`src/rtl/bus_uart.sv`:
```
// Memory-mapped 8N1 UART: TX FIFO, single-entry RX holding register, sticky error flags, programmable divisor.
// Define BUS_UART_IRQ_EN to turn register 3 into IRQ_EN and add the irq_o output.
module bus_uart #(
  parameter int unsigned TX_DEPTH    = 4,
  parameter logic [15:0] DEFAULT_DIV = 16'd868
) (
  input  logic        clk_i,
  input  logic        rstn_i,
  input  logic        enable_i,
  input  logic [3:0]  wstrb_i,
  input  logic [31:0] addr_i,
  input  logic [31:0] wvalue_i,
  output logic [31:0] rvalue_o,
  output logic        tx_o,
  input  logic        rx_i
`ifdef BUS_UART_IRQ_EN
  ,
  output logic        irq_o
`endif
);

  localparam int unsigned AW = $clog2(TX_DEPTH);
  localparam int unsigned PW = AW + 1;

  localparam logic [1:0] REG_DATA   = 2'd0;
  localparam logic [1:0] REG_STATUS = 2'd1;
  localparam logic [1:0] REG_DIV    = 2'd2;
  localparam logic [1:0] REG_IRQ    = 2'd3;

  typedef enum logic [1:0] {T_IDLE, T_START, T_DATA, T_STOP} tx_state_t;
  typedef enum logic [2:0] {R_IDLE, R_START, R_DATA, R_STOP, R_BREAK} rx_state_t;

  logic [1:0]    reg_sel_c;
  logic          wr_c, rd_c, push_c, st_wr_c, rx_pop_c, tx_pop_c, rx_deliver_c;
  logic          tx_empty_c, tx_full_c, tx_busy_c;
  logic [15:0]   div_eff_c, rx_half_c;

  logic [15:0]   divisor;
  logic [7:0]    fifo_mem [TX_DEPTH];
  logic [PW-1:0] wr_ptr, rd_ptr;
  logic          tx_drop, rx_ovr, rx_valid;
  logic [7:0]    rx_byte;

  tx_state_t     tx_state;
  logic [15:0]   tx_cnt;
  logic [2:0]    tx_idx;
  logic [7:0]    tx_shift;

  rx_state_t     rx_state;
  logic [15:0]   rx_cnt;
  logic [2:0]    rx_idx;
  logic [7:0]    rx_shift;
  logic          rx_s1, rx_s2, rx_prev;

  logic          unused_bits;
  assign unused_bits = ^{addr_i[31:4], addr_i[1:0], wvalue_i[31:16], wstrb_i[3:2]};

  assign reg_sel_c  = addr_i[3:2];
  assign wr_c       = enable_i && (wstrb_i != 4'd0);
  assign rd_c       = enable_i && (wstrb_i == 4'd0);
  assign push_c     = wr_c && (reg_sel_c == REG_DATA) && wstrb_i[0];
  assign st_wr_c    = wr_c && (reg_sel_c == REG_STATUS) && wstrb_i[0];
  assign rx_pop_c   = rd_c && (reg_sel_c == REG_DATA);

  assign tx_empty_c = (wr_ptr == rd_ptr);
  assign tx_full_c  = (wr_ptr[AW] != rd_ptr[AW]) && (wr_ptr[AW-1:0] == rd_ptr[AW-1:0]);
  assign tx_busy_c  = (tx_state != T_IDLE);
  assign div_eff_c  = (divisor == 16'd0) ? 16'd1 : divisor;
  assign rx_half_c  = (div_eff_c[15:1] == 15'd0) ? 16'd1 : {1'b0, div_eff_c[15:1]};

  // TX pops in IDLE, or at the end of STOP for back-to-back frames
  assign tx_pop_c = !tx_empty_c &&
                    ((tx_state == T_IDLE) || ((tx_state == T_STOP) && (tx_cnt == 16'd0)));
  assign rx_deliver_c = (rx_state == R_STOP) && (rx_cnt == 16'd0) && rx_s2;

  always_ff @(posedge clk_i) begin
    if (push_c && !tx_full_c) fifo_mem[wr_ptr[AW-1:0]] <= wvalue_i[7:0];
  end

  always_ff @(posedge clk_i or negedge rstn_i) begin
    if (!rstn_i) begin
      wr_ptr  <= '0;
      rd_ptr  <= '0;
      tx_drop <= 1'b0;
    end else begin
      if (push_c && !tx_full_c) wr_ptr <= wr_ptr + PW'(1);
      if (tx_pop_c) rd_ptr <= rd_ptr + PW'(1);
      if (push_c && tx_full_c)            tx_drop <= 1'b1;
      else if (st_wr_c && wvalue_i[5])    tx_drop <= 1'b0;
    end
  end

  always_ff @(posedge clk_i or negedge rstn_i) begin
    if (!rstn_i) begin
      divisor <= DEFAULT_DIV;
    end else if (wr_c && (reg_sel_c == REG_DIV)) begin
      if (wstrb_i[0]) divisor[7:0]  <= wvalue_i[7:0];
      if (wstrb_i[1]) divisor[15:8] <= wvalue_i[15:8];
    end
  end

  // Transmit FSM; bit timer reloads from the current divisor at every bit boundary
  always_ff @(posedge clk_i or negedge rstn_i) begin
    if (!rstn_i) begin
      tx_state <= T_IDLE;
      tx_o     <= 1'b1;
      tx_cnt   <= 16'd0;
      tx_idx   <= 3'd0;
      tx_shift <= 8'd0;
    end else if (tx_state == T_IDLE) begin
      if (tx_pop_c) begin
        tx_shift <= fifo_mem[rd_ptr[AW-1:0]];
        tx_o     <= 1'b0;
        tx_cnt   <= div_eff_c - 16'd1;
        tx_state <= T_START;
      end
    end else if (tx_cnt != 16'd0) begin
      tx_cnt <= tx_cnt - 16'd1;
    end else begin
      tx_cnt <= div_eff_c - 16'd1;
      case (tx_state)
        T_START: begin
          tx_o     <= tx_shift[0];
          tx_shift <= {1'b0, tx_shift[7:1]};
          tx_idx   <= 3'd0;
          tx_state <= T_DATA;
        end
        T_DATA: begin
          if (tx_idx == 3'd7) begin
            tx_o     <= 1'b1;
            tx_state <= T_STOP;
          end else begin
            tx_o     <= tx_shift[0];
            tx_shift <= {1'b0, tx_shift[7:1]};
            tx_idx   <= tx_idx + 3'd1;
          end
        end
        default: begin
          if (tx_pop_c) begin
            tx_shift <= fifo_mem[rd_ptr[AW-1:0]];
            tx_o     <= 1'b0;
            tx_state <= T_START;
          end else begin
            tx_state <= T_IDLE;
          end
        end
      endcase
    end
  end

  // Receive synchronizer, edge detect and FSM
  always_ff @(posedge clk_i or negedge rstn_i) begin
    if (!rstn_i) begin
      rx_s1    <= 1'b1;
      rx_s2    <= 1'b1;
      rx_prev  <= 1'b1;
      rx_state <= R_IDLE;
      rx_cnt   <= 16'd0;
      rx_idx   <= 3'd0;
      rx_shift <= 8'd0;
    end else begin
      rx_s1   <= rx_i;
      rx_s2   <= rx_s1;
      rx_prev <= rx_s2;
      case (rx_state)
        R_IDLE: begin
          if (rx_prev && !rx_s2) begin
            rx_cnt   <= rx_half_c - 16'd1;
            rx_state <= R_START;
          end
        end
        R_BREAK: begin
          if (rx_s2) rx_state <= R_IDLE;
        end
        default: begin
          if (rx_cnt != 16'd0) begin
            rx_cnt <= rx_cnt - 16'd1;
          end else begin
            rx_cnt <= div_eff_c - 16'd1;
            if (rx_state == R_START) begin
              rx_idx   <= 3'd0;
              rx_state <= rx_s2 ? R_IDLE : R_DATA;
            end else if (rx_state == R_DATA) begin
              rx_shift <= {rx_s2, rx_shift[7:1]};
              if (rx_idx == 3'd7) rx_state <= R_STOP;
              else                rx_idx   <= rx_idx + 3'd1;
            end else begin
              rx_state <= rx_s2 ? R_IDLE : R_BREAK;
            end
          end
        end
      endcase
    end
  end

  always_ff @(posedge clk_i or negedge rstn_i) begin
    if (!rstn_i) begin
      rx_valid <= 1'b0;
      rx_byte  <= 8'd0;
      rx_ovr   <= 1'b0;
    end else begin
      if (rx_deliver_c && (!rx_valid || rx_pop_c)) begin
        rx_byte  <= rx_shift;
        rx_valid <= 1'b1;
      end else if (rx_pop_c) begin
        rx_valid <= 1'b0;
      end
      if (rx_deliver_c && rx_valid && !rx_pop_c) rx_ovr <= 1'b1;
      else if (st_wr_c && wvalue_i[4])           rx_ovr <= 1'b0;
    end
  end

`ifdef BUS_UART_IRQ_EN
  logic [1:0] irq_en;

  always_ff @(posedge clk_i or negedge rstn_i) begin
    if (!rstn_i) begin
      irq_en <= 2'd0;
      irq_o  <= 1'b0;
    end else begin
      if (wr_c && (reg_sel_c == REG_IRQ) && wstrb_i[0]) irq_en <= wvalue_i[1:0];
      irq_o <= (irq_en[0] && rx_valid) || (irq_en[1] && tx_empty_c && !tx_busy_c);
    end
  end
`endif

  // Read data is captured on the read edge and held until the next read
  always_ff @(posedge clk_i or negedge rstn_i) begin
    if (!rstn_i) begin
      rvalue_o <= 32'd0;
    end else if (rd_c) begin
      case (reg_sel_c)
        REG_DATA:   rvalue_o <= {23'd0, rx_valid, rx_byte};
        REG_STATUS: rvalue_o <= {26'd0, tx_drop, rx_ovr, rx_valid, tx_busy_c, tx_empty_c, tx_full_c};
        REG_DIV:    rvalue_o <= {16'd0, divisor};
`ifdef BUS_UART_IRQ_EN
        default:    rvalue_o <= {30'd0, irq_en};
`else
        default:    rvalue_o <= 32'd0;
`endif
      endcase
    end
  end

endmodule
```
`config.mk`:
```
export PLATFORM = sky130hd
export DESIGN_NAME = bus_uart
export DESIGN_NICKNAME = d
export VERILOG_FILES = /design/src/rtl/bus_uart.sv
export SDC_FILE = /design/constraint.sdc
export NUM_CORES = 1
export LEC_CHECK = 0
export ABC_AREA = 1
export CAP_MARGIN = 20
export CORE_MARGIN = 2
export CORE_UTILIZATION = 55
export DETAILED_ROUTE_END_ITERATION = 7
export PLACE_DENSITY = 0.76
export SKIP_LAST_GASP = 1
export SLEW_MARGIN = 15
export SYNTH_ARGS = -nofsm -noshare
export SYNTH_HDL_FRONTEND = slang
export SYNTH_SLANG_ARGS = --single-unit
```
`constraint.sdc`:
```
create_clock -name clk_i -period 2.2 [get_ports clk_i]
set_input_delay 0.22 -clock clk_i [delete_from_list [all_inputs] [get_ports clk_i]]
set_output_delay 0.22 -clock clk_i [all_outputs]
set_load 0.01 [all_outputs]
```
* After elaboration in Yosys (flattened, before gate mapping)
Memories as Yosys holds them, arrays and structs flattened.
Cells that the tools add are included.
** Word-level totals
- Register bits :: 128
- Memory bits (writable) :: 32
- Input bits :: 72
- Output and inout bits :: 33
- Logic and storage cells :: 162
- Memories kept :: 1
** Operators by class
- $add $sub $neg :: 8
- Eq/ne operators :: 24
- Muxes and demuxes :: 47
- Bitwise operators :: 6
- Reductions and logical operators :: 55
** Memories
- fifo_mem :: words 4, width 8, rd ports 1, clocked after Yosys merged registers in 0, wr ports 1, RTL line 39 : logic [7:0] fifo_mem [TX_DEPTH];
** Operator list (count)
- two-way mux 16 bit :: 6
- logical NOT 16 bit :: 3
- one-hot mux 16 bit (3 select lines) :: 1
- subtractor 16 x 1 -> 16 bit, second input constant :: 3
- two-way mux 3 bit :: 11
- two-way mux 8 bit :: 4
- one-hot mux 16 bit (2 select lines) :: 1
- nonzero test 16 bit :: 2
- logical AND 1 bit :: 21
- one-hot mux 8 bit (2 select lines) :: 1
- AND reduction 4 bit :: 4
- subtractor 15 x 1 -> 16 bit, second input constant :: 1
- logical NOT 15 bit :: 1
- two-way mux 15 bit :: 1
- two-way mux 1 bit :: 13
- adder 3 x 1 -> 3 bit, second input constant :: 4
- inequality test 2 bit, second input constant :: 6
- one-hot mux 3 bit (2 select lines) :: 2
- nonzero test 2 bit :: 6
- two-way mux 2 bit :: 5
- equality test 3 bit, second input constant :: 3
- AND reduction 2 bit :: 4
- equality test 2 bit, second input constant :: 3
- equality test 3 x 2 -> 1 bit, second input constant :: 2
- other kinds (19) :: 32

* Longest topological paths before layout
- Depth after elaboration :: 8
- Gate-level depth with buffers :: 16
- Gate-level depth less buffers :: 16

* Least setup slack after synthesis
No wires, ideal clock.
- Kind :: reg-to-reg
- From :: reg divisor[5]
- To :: reg tx_cnt[10]
- Library setup time :: 0.133 ns
- Data arrival time :: 1.909 ns
- Required time :: 2.067 ns
- Path slack :: 0.158 ns
- Cell stages (with the launch flop) :: 15
- Buffers on the path :: 0
- Period minus slack after synthesis :: 2.042 ns
- Cell sequence :: dfstp_2 nor2_1 nand2_1 nor2_1 nand2_2 nand2_2 inv_2 ha_1 nand2_1 nor2_1 nand2_1 xor2_1 a21oi_1 o31ai_1 o21ai_0
** On the way
- Cells in the longest elaborated chain, start to end :: 5
- Elaborated cells between the ends (all ways) :: 6
- Classes of those cells :: add/sub (1); mux (4); reduce/logical (1)
** RTL lines
- start: declaration :: RTL line 38 : logic [15:0] divisor;
- start signal: assignment :: RTL line 97 : if (wstrb_i[0]) divisor[7:0] <= wvalue_i[7:0];
- logical NOT 16 bit :: RTL line 68 : assign div_eff_c = (divisor == 16'd0) ? 16'd1 : divisor;
- two-way mux 16 bit * :: RTL line 68
- subtractor 16 x 1 -> 16 bit * :: RTL line 114, 120
- two-way mux 16 bit (on tied branches) :: RTL line 117, 111
- two-way mux 16 bit * :: RTL line 110 : end else if (tx_state == T_IDLE) begin
- end signal: assignment :: RTL line 114 : tx_cnt <= div_eff_c - 16'd1;
- end signal: assignment :: RTL line 118 : tx_cnt <= tx_cnt - 16'd1;
- end signal: assignment :: RTL line 120 : tx_cnt <= div_eff_c - 16'd1;
- end: declaration :: RTL line 45 : logic [15:0] tx_cnt;
Every way passes the cells marked *; elsewhere a longest branch is shown, timed or not. The select of a mux whose other input is x is not followed.
A chain may end at the register's enable or synchronous reset.

* Worst setup path after layout
- From :: reg divisor[5]
- To :: reg rx_cnt[14]
** On the way
- Cells in the longest elaborated chain, start to end :: 7
- Elaborated cells between the ends (all ways) :: 9
- Classes of those cells :: add/sub (2); mux (5); reduce/logical (2)
** RTL lines
- logical NOT 16 bit :: RTL line 68
- two-way mux 16 bit * :: RTL line 68
- logical NOT 15 bit :: RTL line 69 : assign rx_half_c = (div_eff_c[15:1] == 15'd0) ? 16'd1 : {1'b0, div_eff_c[15:1]};
- two-way mux 15 bit :: RTL line 69
- subtractor 15 x 1 -> 16 bit :: RTL line 168 : rx_cnt <= rx_half_c - 16'd1;
- two-way mux 16 bit :: RTL line 167 : if (rx_prev && !rx_s2) begin
- one-hot mux 16 bit (2 select lines) * :: RTL line 165 : case (rx_state)
- end signal: assignment :: RTL line 168
- end signal: assignment :: RTL line 177 : rx_cnt <= rx_cnt - 16'd1;
- end signal: assignment :: RTL line 179 : rx_cnt <= div_eff_c - 16'd1;
- end: declaration :: RTL line 50 : logic [15:0] rx_cnt;
Marks and branches as above.

==> impl_metrics.tcl <==
set metrics [dict create \
    hold_path_class "input port to flip-flop" \
    gr-usage-all-layers_pct 26.1 \
    multi_input_area_sq_um 3790 \
    io-pin-count 105 \
    route.met3.wl_um 1510 \
    stdcell_area_sq_um 9720 \
    cts.sinks 144 \
    fin_crit_sh_pct 95.0 \
    final_core_util_pct 67.1 \
    ys_top_cells_by_area "dfrtp_1 32%, edfxtp_1 12%, nand2_1 10%" \
    initial_core_util_pct 56.0 \
    gp_congestion 0.944 \
    place_inst 1261 \
    htree_levels 4 \
    yosysTopAreaCellShare_pct 31.8 \
    ant_nets 0 \
    core-area_sq_um 14500 \
    maxCapViolCount 0 \
    viasPerCell 5.47 \
    p_leak_nw 4.33 \
    dieArea_sq_um 15700 \
    synth_flop_cell "dfrtp_1" \
    grt_pass1_vias 6626 \
    layout.nets 1188 \
    muxShareOfSynthArea_pct 0.185 \
    highest_layer "met4" \
    timing.setup.tns_ns 0 \
    synth_compound_area_share_pct 14.0 \
    cts_buffer_depth 2 \
    grt_max_degree 38 \
    ys_ff_latch 144 \
    area_growth_pct 19.7 \
    synth_edf_count 32 \
    peakVddDrop_v 0.000827 \
    tightestPinTransition_ns 0.533 \
    post_dp_cell_area_sq_um 8990 \
    cts_root_buffer "clkbuf_16" \
    end_kind "flip-flop" \
    finalSetupViolations 0 \
    synth_top_cell_by_area "dfrtp_1" \
    startpoint_type "flip-flop" \
    final_hold_viol_count 0 \
    synth-seq-area-share_pct 46.5 \
    power-per-cell-area_nw_per_um2 964 \
    synth_top_family_by_area "simple AND/OR/NAND/NOR gates" \
    seq_area_sq_um 3770 \
    fin_crit_ns 2.09 \
    crit_type "flip-flop to flip-flop" \
    avgSynthCellArea_sq_um 8.07 \
    instances_no_fill 1295 \
    synth_xor_area_share_pct 3.32 \
    max_freq_ghz 0.478 \
    worst_clock_skew_ns 0.00926 \
    num_vias 7089 \
    netlist_instances 1006 \
    slew_headroom_pct 64.2 \
    wl_met2_um 9060 \
    row_count 44 \
    status "finished clean" \
    cts_tree "built" \
    ys_warn_count 0 \
    power_mw 9.36 \
    grt_overflow_total 0 \
    routed_wl_um 19900 \
    ys_types 47 \
    synthArstFlopShare_pct 77.8 \
    first_iter_violations 779 \
    met1_length_um 8840 \
    crit_required_ns 2.52 \
    arrival_ns 2.41 \
    die_h_um 125 \
    die_width_um 125 \
    insertion_delay_ns 0.43 \
    final_max_slew_viol_count 0 \
    synthAdderAreaFrac_pct 2.78 \
    nFillCells 1178 \
    wl_per_cell_um 15.4 \
    antenna_found_initial 0 \
    critPathMaxFanout 4 \
    n_antenna_cell 0 \
    syn-cell-area_sq_um 8110 \
    remaining_drc_errors 0 \
    numCtsBuffers 17 \
    yosys.area_share.simple_pct 24.6 \
    drtPass1Iterations 5 \
    clk_pin_slew_ns 0.06 \
    dp_hpwl_um 14200 \
    port_buffers 42 \
    drive_gt1_share_pct 15.4 \
    grt_pass1_wl_um 32800 \
]
layer usage:
layer / global-route usage, % / vias to the layer above
met5: 0 / -
met4: 10.7 / 0
met3: 4.92 / 44
met2: 40.6 / 313
met1: 36.2 / 3256
li1: - / 3476
logic make-up (layout without fill, tap and decap cells):
group | Yosys count | in the layout
simple gates | 461 | 461
mux | 1 | 1
other cells | 1 | 16
fa+ha+maj | 18 | 18
flops | 144 | 144
compound gates | 200 | 200
xor+xnor | 29 | 29
buf+inv | 152 | 242
cells in the mapped netlist, types with 6 or more instances:
| master | number |
|---|---|
| nor2_2 | 13 |
| o21ai_2 | 10 |
| a21oi_1 | 50 |
| nand3_1 | 61 |
| xor2_1 | 23 |
| inv_1 | 100 |
| edfxtp_1 | 32 |
| dfrtp_1 | 103 |
| o21ai_0 | 67 |
| inv_2 | 9 |
| clkbuf_1 | 7 |
| buf_2 | 9 |
| o31ai_1 | 9 |
| o22ai_1 | 12 |
| buf_4 | 21 |
| dfstp_2 | 9 |
| ha_1 | 18 |
| o211ai_1 | 6 |
| nand2_2 | 9 |
| a31oi_1 | 9 |
| nor3_1 | 7 |
| nand2_1 | 222 |
| nand4_1 | 10 |
| nor2_1 | 124 |
| o21ai_1 | 28 |
worst max-delay path, stage by stage (launching register included):
cell and delay (ns):
dfstp_2 0.56, nor2_1 0.07, nand2_1 0.10, nor2_1 0.06, nand2_2 0.07, nand2_2 0.05
inv_2 0.07, ha_4 0.14, nand2_4 0.08, nor2_4 0.15, nand2_2 0.11, xor2_4 0.22
o21ai_1 0.08, nand2_1 0.06, nand2_1 0.05, nand2_1 0.06, nand2_1 0.05
sequential cells by signal (all words and copies together), names as in the netlist, 8 cells and up:
register  cells
fifo_mem     32
rx_cnt       16
rx_shift      8
tx_shift      8
rx_byte       8
rvalue_o     16
divisor      16
tx_cnt       16
final cells by class:
type                    count  share of cell area (%)
clock buffers              19                    4.60
clock inverters            13                    1.76
inverters                 110                    4.30
multi-input cells         725                    39.0
flip-flops and latches    144                    38.9
well taps                 184                    2.37
repair buffers            100                    9.07
worst paths after layout:
check | end | cells after the start | start | slack [ns]
worst max-delay path | rx_cnt[14] | 16 | divisor[5] | 0.11
worst min-delay path | rx_s1 | 1 | rx_i | 0.20
worst max register to register | rx_cnt[14] | 16 | divisor[5] | 0.11
worst min register to register | rx_s2 | 0 | rx_s1 | 0.36
max in group asynchronous | rx_cnt[14] | 3 | rstn_i | 1.21
min in group asynchronous | tx_shift[3] | 2 | rstn_i | 0.28
stage by stage:
step | setup WS [ns] | hold WS (ns)
after global placement | -0.0175 | 0.206
final | 0.110 | 0.197
after global routing | -0.0382 | 0.205
after CTS | -0.00166 | 0.195
after floorplan | 0.158 | -0.0756
after detailed placement | -0.0741 | 0.202
report_power, final:
part           switching (mW)  leakage (nW)  internal, mW  total, mW
clock network            1.21         0.309          1.85       3.06
registers               0.398          1.64          3.15       3.55
logic                    1.68          2.39          1.07       2.75
layout by cell type (no fill, tap or decap), drive strengths merged, types with 32 or more instances in the layout:
cell type	instances
buf	58
nand3	64
nor2	140
edfxtp	32
inv	117
a21oi	50
o21ai	105
nand2	234
clkdlybuf4s50	41
dfrtp	103
repair_timing:
item,CTS,global route
setup endpoints to repair,8,12
setup buffers,0,1
endpoints found under the hold margin,28,0
hold buffers,1,0
pin swaps,0,3
resized for setup,3,17
(Power assumes the default switching activity.)
